[config.mk]
export PLATFORM = sky130hd
export DESIGN_NAME = quick_spi_slave
export DESIGN_NICKNAME = d
export VERILOG_FILES = /design/src/rtl/quick_spi_slave.sv
export SDC_FILE = /design/constraint.sdc
export NUM_CORES = 1
export LEC_CHECK = 0
export CAP_MARGIN = 30
export CORE_MARGIN = 5
export CORE_UTILIZATION = 35
export DETAILED_ROUTE_END_ITERATION = 8
export GPL_ROUTABILITY_DRIVEN = 0
export PLACE_DENSITY = 0.6
export SETUP_SLACK_MARGIN = 0.4
export SYNTH_ARGS = -nofsm -noshare
export SYNTH_HDL_FRONTEND = slang
export SYNTH_SLANG_ARGS = --single-unit
[constraint.sdc]
create_clock -name clk -period 1.9 [get_ports clk]
set_clock_uncertainty 0.2 [all_clocks]
set_input_delay 0.38 -clock clk [delete_from_list [all_inputs] [get_ports clk]]
set_output_delay 0.38 -clock clk [all_outputs]
set_load 0.01 [all_outputs]
[src/rtl/quick_spi_slave.sv]
// SPI responder (slave) oversampling sclk/ss_n/mosi in the clk domain; words of 1..64 bits, any CPOL/CPHA, either bit order.
// Latency: rx_valid rises SYNC_STAGES+1 clk after the final sampling sclk edge at the pin.
// Backpressure: none toward the master; a one-word tx buffer (tx_ready/tx_load) feeds the next outgoing word, idle fill if empty.
module quick_spi_slave #(
    parameter int   DATA_WIDTH      = 16,
    parameter bit   CPOL            = 1'b0,
    parameter bit   CPHA            = 1'b0,
    parameter bit   BITS_ORDER      = 1'b1,
    parameter logic MISO_IDLE_VALUE = 1'b0,
    parameter int   SYNC_STAGES     = 2
) (
    input  logic                  clk,
    input  logic                  reset_n,
    input  logic                  enable,
    input  logic [DATA_WIDTH-1:0] tx_data,
    input  logic                  tx_load,
    output logic                  tx_ready,
    output logic [DATA_WIDTH-1:0] rx_data,
    output logic                  rx_valid,
    output logic                  frame_error,
    output logic                  busy,
    input  logic                  sclk,
    input  logic                  ss_n,
    input  logic                  mosi,
    output logic                  miso,
    output logic                  miso_oe
);

    localparam logic [6:0]            WORD_LEN  = 7'(DATA_WIDTH);
    localparam logic [6:0]            LAST_BIT  = WORD_LEN - 7'd1;
    localparam logic [DATA_WIDTH-1:0] IDLE_FILL = {DATA_WIDTH{MISO_IDLE_VALUE}};

    typedef enum logic {
        ST_IDLE     = 1'b0,
        ST_SELECTED = 1'b1
    } state_t;

    state_t state, state_nxt;

    // ------------------------------------------------------------------
    // Input synchronisers
    // ------------------------------------------------------------------
    logic [SYNC_STAGES-1:0] sclk_sync;
    logic [SYNC_STAGES-1:0] ss_sync;
    logic [SYNC_STAGES-1:0] mosi_sync;
    logic                   sclk_s;
    logic                   ss_s;
    logic                   mosi_s;
    logic                   sclk_prev;
    logic                   ss_prev;

    assign sclk_s = sclk_sync[SYNC_STAGES-1];
    assign ss_s   = ss_sync[SYNC_STAGES-1];
    assign mosi_s = mosi_sync[SYNC_STAGES-1];

    // Synchroniser chains. The ss_n chain and its history reset to "low" so a
    // select that is still asserted when reset releases is never mistaken for a
    // new falling edge; the master must raise ss_n and drop it again.
    always_ff @(posedge clk) begin
        if (!reset_n) begin
            sclk_sync <= {SYNC_STAGES{CPOL}};
            ss_sync   <= '0;
            mosi_sync <= '0;
            sclk_prev <= CPOL;
            ss_prev   <= 1'b0;
        end else begin
            sclk_sync <= {sclk_sync[SYNC_STAGES-2:0], sclk};
            ss_sync   <= {ss_sync[SYNC_STAGES-2:0], ss_n};
            mosi_sync <= {mosi_sync[SYNC_STAGES-2:0], mosi};
            sclk_prev <= sclk_s;
            ss_prev   <= ss_s;
        end
    end

    // ------------------------------------------------------------------
    // Edge classification on the synchronised sclk
    // ------------------------------------------------------------------
    logic leading_edge;
    logic trailing_edge;
    logic sample_edge;
    logic shift_edge;
    logic ss_fall;

    assign leading_edge  = (sclk_prev == CPOL) && (sclk_s != CPOL);
    assign trailing_edge = (sclk_prev != CPOL) && (sclk_s == CPOL);
    assign sample_edge   = CPHA ? trailing_edge : leading_edge;
    assign shift_edge    = CPHA ? leading_edge  : trailing_edge;
    assign ss_fall       = ss_prev && !ss_s;

    // ------------------------------------------------------------------
    // Control FSM
    // ------------------------------------------------------------------
    logic [6:0] bit_cnt;
    logic       start_xfer;
    logic       end_xfer;
    logic       do_sample;
    logic       do_shift;
    logic       word_done;
    logic       frame_err_nxt;

    // State register
    always_ff @(posedge clk) begin
        if (!reset_n) begin
            state <= ST_IDLE;
        end else begin
            state <= state_nxt;
        end
    end

    // Next-state and per-cycle control strobes. A shift edge only advances the
    // tx word once at least one bit of the current word has been sampled, so
    // the freshly loaded bit 0 survives the first shift edge after select
    // (CPHA=1) and after a word boundary (CPHA=0).
    always_comb begin
        state_nxt     = state;
        start_xfer    = 1'b0;
        end_xfer      = 1'b0;
        do_sample     = 1'b0;
        do_shift      = 1'b0;
        word_done     = 1'b0;
        frame_err_nxt = 1'b0;
        case (state)
            ST_IDLE: begin
                if (ss_fall && enable) begin
                    state_nxt  = ST_SELECTED;
                    start_xfer = 1'b1;
                end
            end
            ST_SELECTED: begin
                if (ss_s || !enable) begin
                    state_nxt     = ST_IDLE;
                    end_xfer      = 1'b1;
                    frame_err_nxt = (bit_cnt != 7'd0);
                end else begin
                    if (sample_edge) begin
                        do_sample = 1'b1;
                        word_done = (bit_cnt == LAST_BIT);
                    end
                    if (shift_edge && (bit_cnt != 7'd0)) begin
                        do_shift = 1'b1;
                    end
                end
            end
            default: begin
                state_nxt = ST_IDLE;
            end
        endcase
    end

    // Bit counter: counts sampled bits of the word in flight
    always_ff @(posedge clk) begin
        if (!reset_n) begin
            bit_cnt <= 7'd0;
        end else if (start_xfer || end_xfer || word_done) begin
            bit_cnt <= 7'd0;
        end else if (do_sample) begin
            bit_cnt <= bit_cnt + 7'd1;
        end
    end

    // ------------------------------------------------------------------
    // Receive path
    // ------------------------------------------------------------------
    logic [DATA_WIDTH-1:0] rx_shift;
    logic [DATA_WIDTH-1:0] rx_shift_nxt;

    // Next receive word: MSB-first enters at bit 0 and moves up; LSB-first
    // enters at the top and moves down, so both end right-aligned.
    always_comb begin
        rx_shift_nxt = rx_shift;
        if (BITS_ORDER) begin
            rx_shift_nxt    = rx_shift << 1;
            rx_shift_nxt[0] = mosi_s;
        end else begin
            rx_shift_nxt               = rx_shift >> 1;
            rx_shift_nxt[DATA_WIDTH-1] = mosi_s;
        end
    end

    // Receive shift register and output word with its strobes
    always_ff @(posedge clk) begin
        if (!reset_n) begin
            rx_shift    <= '0;
            rx_data     <= '0;
            rx_valid    <= 1'b0;
            frame_error <= 1'b0;
        end else begin
            rx_valid    <= word_done;
            frame_error <= frame_err_nxt;
            if (start_xfer) begin
                rx_shift <= '0;
            end else if (do_sample) begin
                rx_shift <= rx_shift_nxt;
            end
            if (word_done) begin
                rx_data <= rx_shift_nxt;
            end
        end
    end

    // ------------------------------------------------------------------
    // Transmit buffer and shift register
    // ------------------------------------------------------------------
    logic [DATA_WIDTH-1:0] tx_buf;
    logic [DATA_WIDTH-1:0] tx_shift;
    logic [DATA_WIDTH-1:0] tx_shift_adv;
    logic                  take_buf;
    logic                  tx_accept;

    // The buffer is emptied into the shift register at select and at each
    // word boundary. A load landing on that same cycle is accepted even if the
    // buffer was full: the old word moves out and the new one takes its place.
    assign take_buf  = start_xfer || word_done;
    assign tx_accept = tx_load && (tx_ready || take_buf);

    // Advance direction follows the bit order; vacated bits are never presented.
    always_comb begin
        tx_shift_adv = tx_shift;
        if (BITS_ORDER) begin
            tx_shift_adv = tx_shift << 1;
        end else begin
            tx_shift_adv = tx_shift >> 1;
        end
    end

    // One-word tx buffer with its empty flag
    always_ff @(posedge clk) begin
        if (!reset_n) begin
            tx_buf   <= '0;
            tx_ready <= 1'b1;
        end else begin
            if (tx_accept) begin
                tx_buf   <= tx_data;
                tx_ready <= 1'b0;
            end else if (take_buf) begin
                tx_ready <= 1'b1;
            end
        end
    end

    // Outgoing shift register: reload at word start, advance on shift edges
    always_ff @(posedge clk) begin
        if (!reset_n) begin
            tx_shift <= IDLE_FILL;
        end else if (take_buf) begin
            tx_shift <= tx_ready ? IDLE_FILL : tx_buf;
        end else if (do_shift) begin
            tx_shift <= tx_shift_adv;
        end
    end

    // ------------------------------------------------------------------
    // Pin-facing outputs
    // ------------------------------------------------------------------
    assign busy    = (state == ST_SELECTED);
    assign miso_oe = (state == ST_SELECTED);
    assign miso    = (state == ST_SELECTED)
                   ? (BITS_ORDER ? tx_shift[DATA_WIDTH-1] : tx_shift[0])
                   : MISO_IDLE_VALUE;

endmodule
# After elaboration in Yosys (flattened, before gate mapping)
# Index checks and enable logic that the tools add are counted.
# totals
inputBits	23
n_memories	0
regBits	82
latchBits	0
out_inout_bits	22
rom_bits	0
word_cells	60
ram_bits	0
# op_classes
mul	0
div_mod_pow	0
n_addsub	1
bitwise_logic	4
n_shift	0
mux	21
eq_ne	1
n_lt_le_gt_ge	0
n_reduce_logical	19
# op_table
op	count
$mux 16	3
$mux 1	17
$add 7x1->7 const B	1
$eq 7x4->1 const B	1
$reduce_bool 7->1	1
$logic_and 1x1->1	6
$logic_or 1x1->1	5
$not 1->1	4
$reduce_bool 2->1	2
$reduce_or 2->1	2
$reduce_and 3->1	1
$logic_not 1->1	2
$pmux 1 s2	1

# Logic depth before layout (Yosys ltp)
# Gate-level depths: netlist (run 1).
# depth
depth_word	9
ltp_mapped	7

# Worst setup path before layout (run 1)
# OpenSTA, ideal clock, no wires.
# synth_timing
path_kind	reg2reg
start	reg bit_cnt[0]
end	reg tx_shift[10]
arrival_time_ns	1.717
setup_time_ns	0.120
slack_ns	-0.136
t_required_ns	1.580
path_stages_with_launch	8
path_cell_list	dfxtp_1 > inv_1 > ha_1 > nor3b_1 > a211oi_1 > buf_2 > nor4_1 > a211o_1
# synth_between
elab_chain_cells	6
word_cells_on_any_way	12
cone_classes	eq/ne (1); mux (7); reduce/logical (4)
# synth_rtl
element	line_no	text
from (decl)	93	logic [6:0] bit_cnt;
from (signal assigned)	157	bit_cnt <= bit_cnt + 7'd1;
$eq 7x4->1 / $reduce_bool 7->1 (equally long branches)	137, 139	
$mux 1 / $logic_and 1x1->1 (equally long branches)	135, 139	
$mux 1, on equally long branches	130, 139	
$mux 1, on equally long branches	122, 130	
$logic_or 1x1->1 / $mux 1 (equally long branches)	213, 122	
$mux 16 / $reduce_bool 2->1 (equally long branches)	-	
to (signal assigned)	246	tx_shift <= tx_ready ? IDLE_FILL : tx_buf;
to (signal assigned)	248	tx_shift <= tx_shift_adv;
to (decl)	205	logic [DATA_WIDTH-1:0] tx_shift;
# Several ways; a longest one is shown, not always the timed one.
# A chain may end at the register's enable or synchronous reset.

# Worst setup path after layout (run 1)
# layout_timing
start	reg bit_cnt[5]
end	reg tx_shift[2]
# Same word-level chain as after synthesis.

==> results of run 1 <==
-- state kept, by name (all words and copies together), names as in the netlist --
| register | cells |
|---|---|
| rx_shift | 15 |
| tx_shift | 16 |
| ss_sync | 2 |
| tx_buf | 16 |
| sclk_sync | 2 |
| rx_data | 16 |
| busy | 1 |
| frame_error | 1 |
| tx_ready | 1 |
| ss_prev | 1 |
| bit_cnt | 7 |
| mosi_sync | 2 |
| rx_valid | 1 |
| sclk_prev | 1 |
-- path summary, 6_finish.rpt --
kind,from,depth (start not counted),to
worst max-delay path,bit_cnt[5],7,tx_shift[2]
worst min-delay path,mosi_sync[0],1,mosi_sync[1]
worst max register to register,bit_cnt[5],7,tx_shift[2]
worst min register to register,mosi_sync[0],1,mosi_sync[1]
-- layout by cell type, fill, tap and decap left out, types with 3 or more instances in the layout --
cell             count
a211o_1             13
a21oi_1             21
a21oi_2             29
and2_1               9
buf_12              10
buf_2               17
buf_4               33
buf_6               22
clkbuf_16            6
clkbuf_8             9
clkdlybuf4s15_2      3
clkdlybuf4s50_1     21
dfxtp_1             55
dfxtp_2             22
dfxtp_4              5
inv_1                3
nand2_1             50
nand2_2              3
nand2_4             29
nand2b_1             4
nand3_1             15
nand3_2              3
nor2_1              16
nor2_2               4
nor2_4               3
nor4_1              10
nor4_2               3
nor4_4               3
o211ai_1            16
xnor2_1              5
-- logic make-up after synthesis --
kind of cell,after synthesis
compound gates,94
xor+xnor,6
fa+ha+maj,2
buf+inv,34
flops,82
mux,1
simple gates,172
-- power by group --
part	total, W	internal (W)	leakage [nW]	switching (W)
sequential	0.00176	0.00174	0.679	0.0000203
clock	0.00133	0.000633	0.104	0.000700
combinational	0.000237	0.000126	1.67	0.000111
total	0.00333	0.00250	2.46	0.000832
-- through the flow --
stage          total power (W)  area (um^2)  worst slack, ns
2_1_floorplan         0.001901         3531       -0.0005731
3_3_place_gp          0.002012         4327          -0.3960
3_5_place_dp          0.002015         4327          -0.4242
4_1_cts               0.003342         4708          0.01092
5_1_grt               0.003465         5441         -0.08492
6_report              0.003332         5441         -0.05009
-- timing repair --
item / 4_1_cts / 5_1_grt
pin swaps: 13 / 64
cloned: 1 / 7
endpoints found under the setup margin: 94 / 83
buffers inserted: 10 / 17
gates resized for setup: 119 / 138
-- cell type report --
type                    instances  area [um^2]  area share, %
multi-input cells             275         2152          39.55
flip-flops and latches         82         1688          31.02
repair buffers                114         1207          22.19
well taps                     133        166.4          3.058
clock buffers                   9        123.9          2.276
clock inverters                 7        82.58          1.518
inverters                       5        21.27         0.3909
-- routing by layer --
metal	share of wire (%)	global-route usage, %	vias up
li1	-	-	1566
met4	2.8	7.214	0
met3	3.7	3.642	25
met5	0	0	-
met2	50	23.65	70
met1	44	18.59	1507
==> flow_summary.json, run 1 <==
{
  "syn-mean-instance-area_um2": 8.691,
  "synthDistinctLibCells": 50,
  "cpMostUsedCell": "buf_6",
  "cts_sinks": 82,
  "drt_iter0_drc": 94,
  "critPathBufInv": 3,
  "grt_max_degree": 36,
  "numCtsBuffers": 9,
  "yosysSeqAreaShare_pct": 48.31,
  "syn_inst": 391,
  "num_rows": 36,
  "finalMaxSlewViolations": 0,
  "ys_warn_count": 0,
  "finalCritPeriodShare_pct": 102.6,
  "worstPathRequired_ns": 1.95,
  "crit_type": "reg2reg",
  "postCtsHoldBufs": 0,
  "start_util_pct": 35.25,
  "antenna_found_initial": 0,
  "dieArea_um2": 11780,
  "route.detailed.drc": 0,
  "hold_viol_final": 0,
  "fin_nets": 512,
  "synth_top_cell_by_area": "dfxtp_1",
  "crit_slowest_cell": "or3_4",
  "vdd_drop_max_v": 0.0004077,
  "synthMuxAreaShare_pct": 0.3314,
  "synth_area_um2": 3398,
  "synth-edff-count": 0,
  "rrSetupSlack_ns": -0.05,
  "ys_ff_latch": 82,
  "area_delta_synth_final_pct": 60.13,
  "violations": "negative setup slack",
  "power_leakage_nw": 2.458,
  "grt_pass1_wl_um": 13840,
  "syn-num-nets": 416,
  "wl_um": 9373,
  "crit_fanout": 7,
  "synth_common_cells": "dfxtp_1 (82), nand2_1 (82), a21oi_1 (40), nor2_1 (23), nand3_1 (18)",
  "setup_ws_ns": -0.05009,
  "period_needed_ns": 1.950,
  "die_h_um": 108.5,
  "avgRoutedWirePerCell_um": 15.00,
  "insertion_delay_ns": 0.36,
  "vias_per_cell": 5.069,
  "synth_area_leaders": "dfxtp_1 (48%), nand2_1 (9.1%), a21oi_1 (5.9%), o211ai_1 (3.5%), a211o_1 (3.4%)",
  "yosys.area_share.adder_pct": 0.7364,
  "coreArea_um2": 9639,
  "cpPeakStageDelay_ns": 0.41,
  "boundaryPins": 45,
  "n_antenna_cell": 0,
  "cp_top_family": "simple AND/OR/NAND/NOR gates",
  "ant_nets": 0,
  "die_w_um": 108.5,
  "worstMarginPinSlew_ns": 0.4757,
  "numPortBuffers": 44,
  "synth_compound_area_share_pct": 18.70,
  "dp.cells": 574,
  "final.fill_count": 855,
  "finalSetupViolCount": 5,
  "grt-ovfl-total": 0,
  "relSlewSlack_pct": 68.28,
  "max_freq_mhz": 512.8,
  "cts_root_buf": "clkbuf_8",
  "grt_pass1_vias": 2962,
  "ys.flop_type": "dfxtp_1",
  "fin_setup_tns_ns": -0.1765,
  "clkTransAtPathRegs_ns": 0.09,
  "synth_top_family_by_area": "simple AND/OR/NAND/NOR gates",
  "status": "finished with violations",
  "synth-simple-area-share_pct": 25.33,
  "cp-end-kind": "flip-flop",
  "worstPathCellList": "or3_4 > nor4_4 > buf_6 > clkbuf_16 > buf_6 > nor4_1 > a211o_1",
  "drv_cap": 0,
  "synth-async-reset-ratio_pct": 0,
  "h-tree-depth": 3,
  "whs_ns": 0.2380,
  "pwr_density_cell_nw_per_um2": 612.3,
  "hp-class": "reg2reg",
  "routed-via-count": 3168,
  "ctsLongestPathBuffers": 2,
  "layout-drive-gt1-share_pct": 48.37,
  "synth_top_area_share_pct": 48.31,
  "yosys.area_share.xor_xnor_pct": 1.546,
  "cts_tree": "yes",
  "utilization_pct": 56.45,
  "finalNonFillerCells": 625,
  "worstSetupStartpointType": "flip-flop",
  "dr.pass1.iters": 4,
  "rsz0062_at_grt": "true",
  "arrival_ns": 2.00,
  "grt_util_all_layers_pct": 14.79,
  "dpl.hpwl_um": 5393
}
Note: power is estimated with default switching activity, not from simulation.
==> run 2, diff against run 1 <==
--- a/config.mk
+++ b/config.mk
@@ -11,6 +11,7 @@
 export DETAILED_ROUTE_END_ITERATION = 8
 export GPL_ROUTABILITY_DRIVEN = 0
 export PLACE_DENSITY = 0.6
+export RECOVER_POWER = 100
 export SETUP_SLACK_MARGIN = 0.4
 export SYNTH_ARGS = -nofsm -noshare
 export SYNTH_HDL_FRONTEND = slang
==> run 2 against run 1 <==
The run still ends with negative setup slack left. Cell count did not move. Total power fell by 0.27%. Die area did not move. Hold slack barely moved. Clock-buffer cell count did not move. Register-to-register slack barely moved. Non-clock buffer count did not move. Critical path depth did not move. Setup slack got worse by 0.0040 ns. Largest cell class unchanged. Largest power group unchanged. Highest routed layer unchanged.
==> flow_summary.json, run 2 (synthesis gave the netlist of run 1 again) <==
{
  "status": "finished with violations",
  "violations": "negative setup slack",
  "layout_commonest_cell": "dfxtp_1",
  "finalSetupViolCount": 5,
  "dr.pass1.iters": 4,
  "drt_iter0_drc": 93,
  "grt-ovfl-total": 0,
  "numPortBuffers": 44,
  "clkTransAtPathRegs_ns": 0.09,
  "numCtsBuffers": 9,
  "relSlewSlack_pct": 65.88,
  "dieArea_um2": 11780,
  "finalCritPeriodShare_pct": 102.8,
  "boundaryPins": 45,
  "wl_um": 9388,
  "area_delta_synth_final_pct": 57.51,
  "die_h_um": 108.5,
  "grt_pass1_wl_um": 13840,
  "worstPathRequired_ns": 1.95,
  "dp.cells": 574,
  "pwr_density_cell_nw_per_um2": 620.7,
  "finalMaxSlewViolations": 0,
  "grt_util_all_layers_pct": 14.79,
  "rr_endpoint": "tx_shift[2]",
  "route.detailed.drc": 0,
  "vdd_drop_max_v": 0.0004091,
  "coreArea_um2": 9639,
  "grt_use_met2_pct": 23.65,
  "multiInputGateArea_um2": 2122,
  "setup_ws_ns": -0.05407,
  "crit_fanout": 7,
  "hp-class": "reg2reg",
  "rsz0062_at_grt": "true",
  "n_antenna_cell": 0,
  "cts_root_buf": "clkbuf_8",
  "layout-drive-gt1-share_pct": 43.09,
  "grt_max_degree": 36,
  "r2r_start": "bit_cnt[5]",
  "period_needed_ns": 1.954,
  "drv_cap": 0,
  "fin_nets": 512,
  "holdPathEnd": "mosi_sync[1]",
  "insertion_delay_ns": 0.36,
  "avgRoutedWirePerCell_um": 15.02,
  "busiest_layer": "met2",
  "dpl.hpwl_um": 5393,
  "routed-via-count": 3157,
  "die_w_um": 108.5,
  "power_leakage_nw": 2.381,
  "layout_common_cells": "dfxtp_1 (68), nand2_1 (52), buf_4 (31), nand2_4 (27), a21oi_2 (27)",
  "max_freq_mhz": 511.8,
  "rrSetupSlack_ns": -0.05,
  "use_met3_pct": 3.642,
  "crit_type": "reg2reg",
  "arrival_ns": 2.01,
  "finalNonFillerCells": 625,
  "placed_area_um2": 4327,
  "cts_tree": "yes",
  "cts_sinks": 82,
  "grt_pass1_vias": 2962,
  "met1_usage_pct": 18.59,
  "min_from": "mosi_sync[0]",
  "stdcell_area_um2": 5353,
  "hold_viol_final": 0,
  "start_util_pct": 35.25,
  "cp-end-kind": "flip-flop",
  "worstMarginPinSlew_ns": 0.5118,
  "utilization_pct": 55.53,
  "antenna_found_initial": 0,
  "num_rows": 36,
  "post-place-ws_ns": -0.4242,
  "power_w": 0.003323,
  "postCtsHoldBufs": 0,
  "rr_worst_depth": 7,
  "hold_depth": 1,
  "ant_nets": 0,
  "final.fill_count": 878,
  "vias_per_cell": 5.051,
  "reg_top3": "rx_data: 16 flops, tx_buf: 16 flops, tx_shift: 16 flops",
  "seq_area_um2": 1669,
  "h-tree-depth": 3,
  "ctsLongestPathBuffers": 2,
  "worstSetupStartpointType": "flip-flop"
}
==> run 2: cell count changes in the layout (fill, tap and decap cells not counted), sizes merged <==
cell	previous run	this run
clkdlybuf4s50	21	20
clkdlybuf4s15	3	1
buf	83	75
clkdlybuf4s25	0	2
dlygate4sd3	0	1
clkbuf	16	24
==> run 2: routing by layer <==
metal  wire [um]  vias up  share of wire [%]
met4         230        0                2.4
met5           0        -                  0
li1            -     1564                  -
met1        4062     1498                 43
met3         388       21                4.1
met2        4706       74                 50
==> run 2: worst max path at each step <==
stage                     slack (ns)      endpoint  startpoint  cells after the start
after floorplan              -0.0006  tx_shift[14]  bit_cnt[0]                      6
after global placement         -0.40  tx_shift[14]      enable                      5
after detailed placement       -0.42  tx_shift[14]      enable                      5
after CTS                       0.01  tx_shift[14]  bit_cnt[1]                      6
after global routing           -0.08   tx_shift[2]  bit_cnt[5]                      7
final                          -0.05   tx_shift[2]  bit_cnt[5]                      7
==> run 2: where the power goes <==
group / total, W / switching (W) / internal [W]
clock: 0.00133 / 0.000697 / 0.000633
sequential: 0.00176 / 0.0000203 / 0.00174
combinational: 0.000231 / 0.000110 / 0.000121
total: 0.00332 / 0.000827 / 0.00250
==> run 2: through the flow <==
step / setup TNS, ns / hold slack [ns]
4_1_cts: 0 / 0.2409
5_1_grt: -1.091 / 0.2543
3_5_place_dp: -20.97 / 0.2214
6_report: -0.2069 / 0.2376
3_3_place_gp: -19.20 / 0.2149
2_1_floorplan: -0.0005731 / 0.2119
==> run 2: area by class of cell <==
type	count	area share [%]
multi-input cells	275	39.64
flip-flops and latches	82	31.18
repair buffers	114	21.81
well taps	133	3.109
clock buffers	9	2.314
clock inverters	7	1.543
inverters	5	0.3974
==> run 2: repair_timing <==
action,CTS,global route
setup endpoints to repair,94,83
pin swaps,13,64
buffers inserted,10,17
gates cloned,1,7
gates resized for setup,119,138
==> run 2: worst max-delay path, cell delays in order (launching register included) <==
cell       delay, ns
dfxtp_2         0.33
or3_4           0.41
nor4_4          0.24
buf_6           0.17
clkbuf_16       0.15
buf_6           0.09
nor4_1          0.04
a211o_1         0.22
==> run 3, diff against run 2 <==
--- a/config.mk
+++ b/config.mk
@@ -8,6 +8,7 @@
 export CAP_MARGIN = 30
 export CORE_MARGIN = 5
 export CORE_UTILIZATION = 35
+export CTS_CLUSTER_SIZE = 40
 export DETAILED_ROUTE_END_ITERATION = 8
 export GPL_ROUTABILITY_DRIVEN = 0
 export PLACE_DENSITY = 0.6
==> results of run 3 <==
Final layout, timing and power as in run 2 (identical DEF).
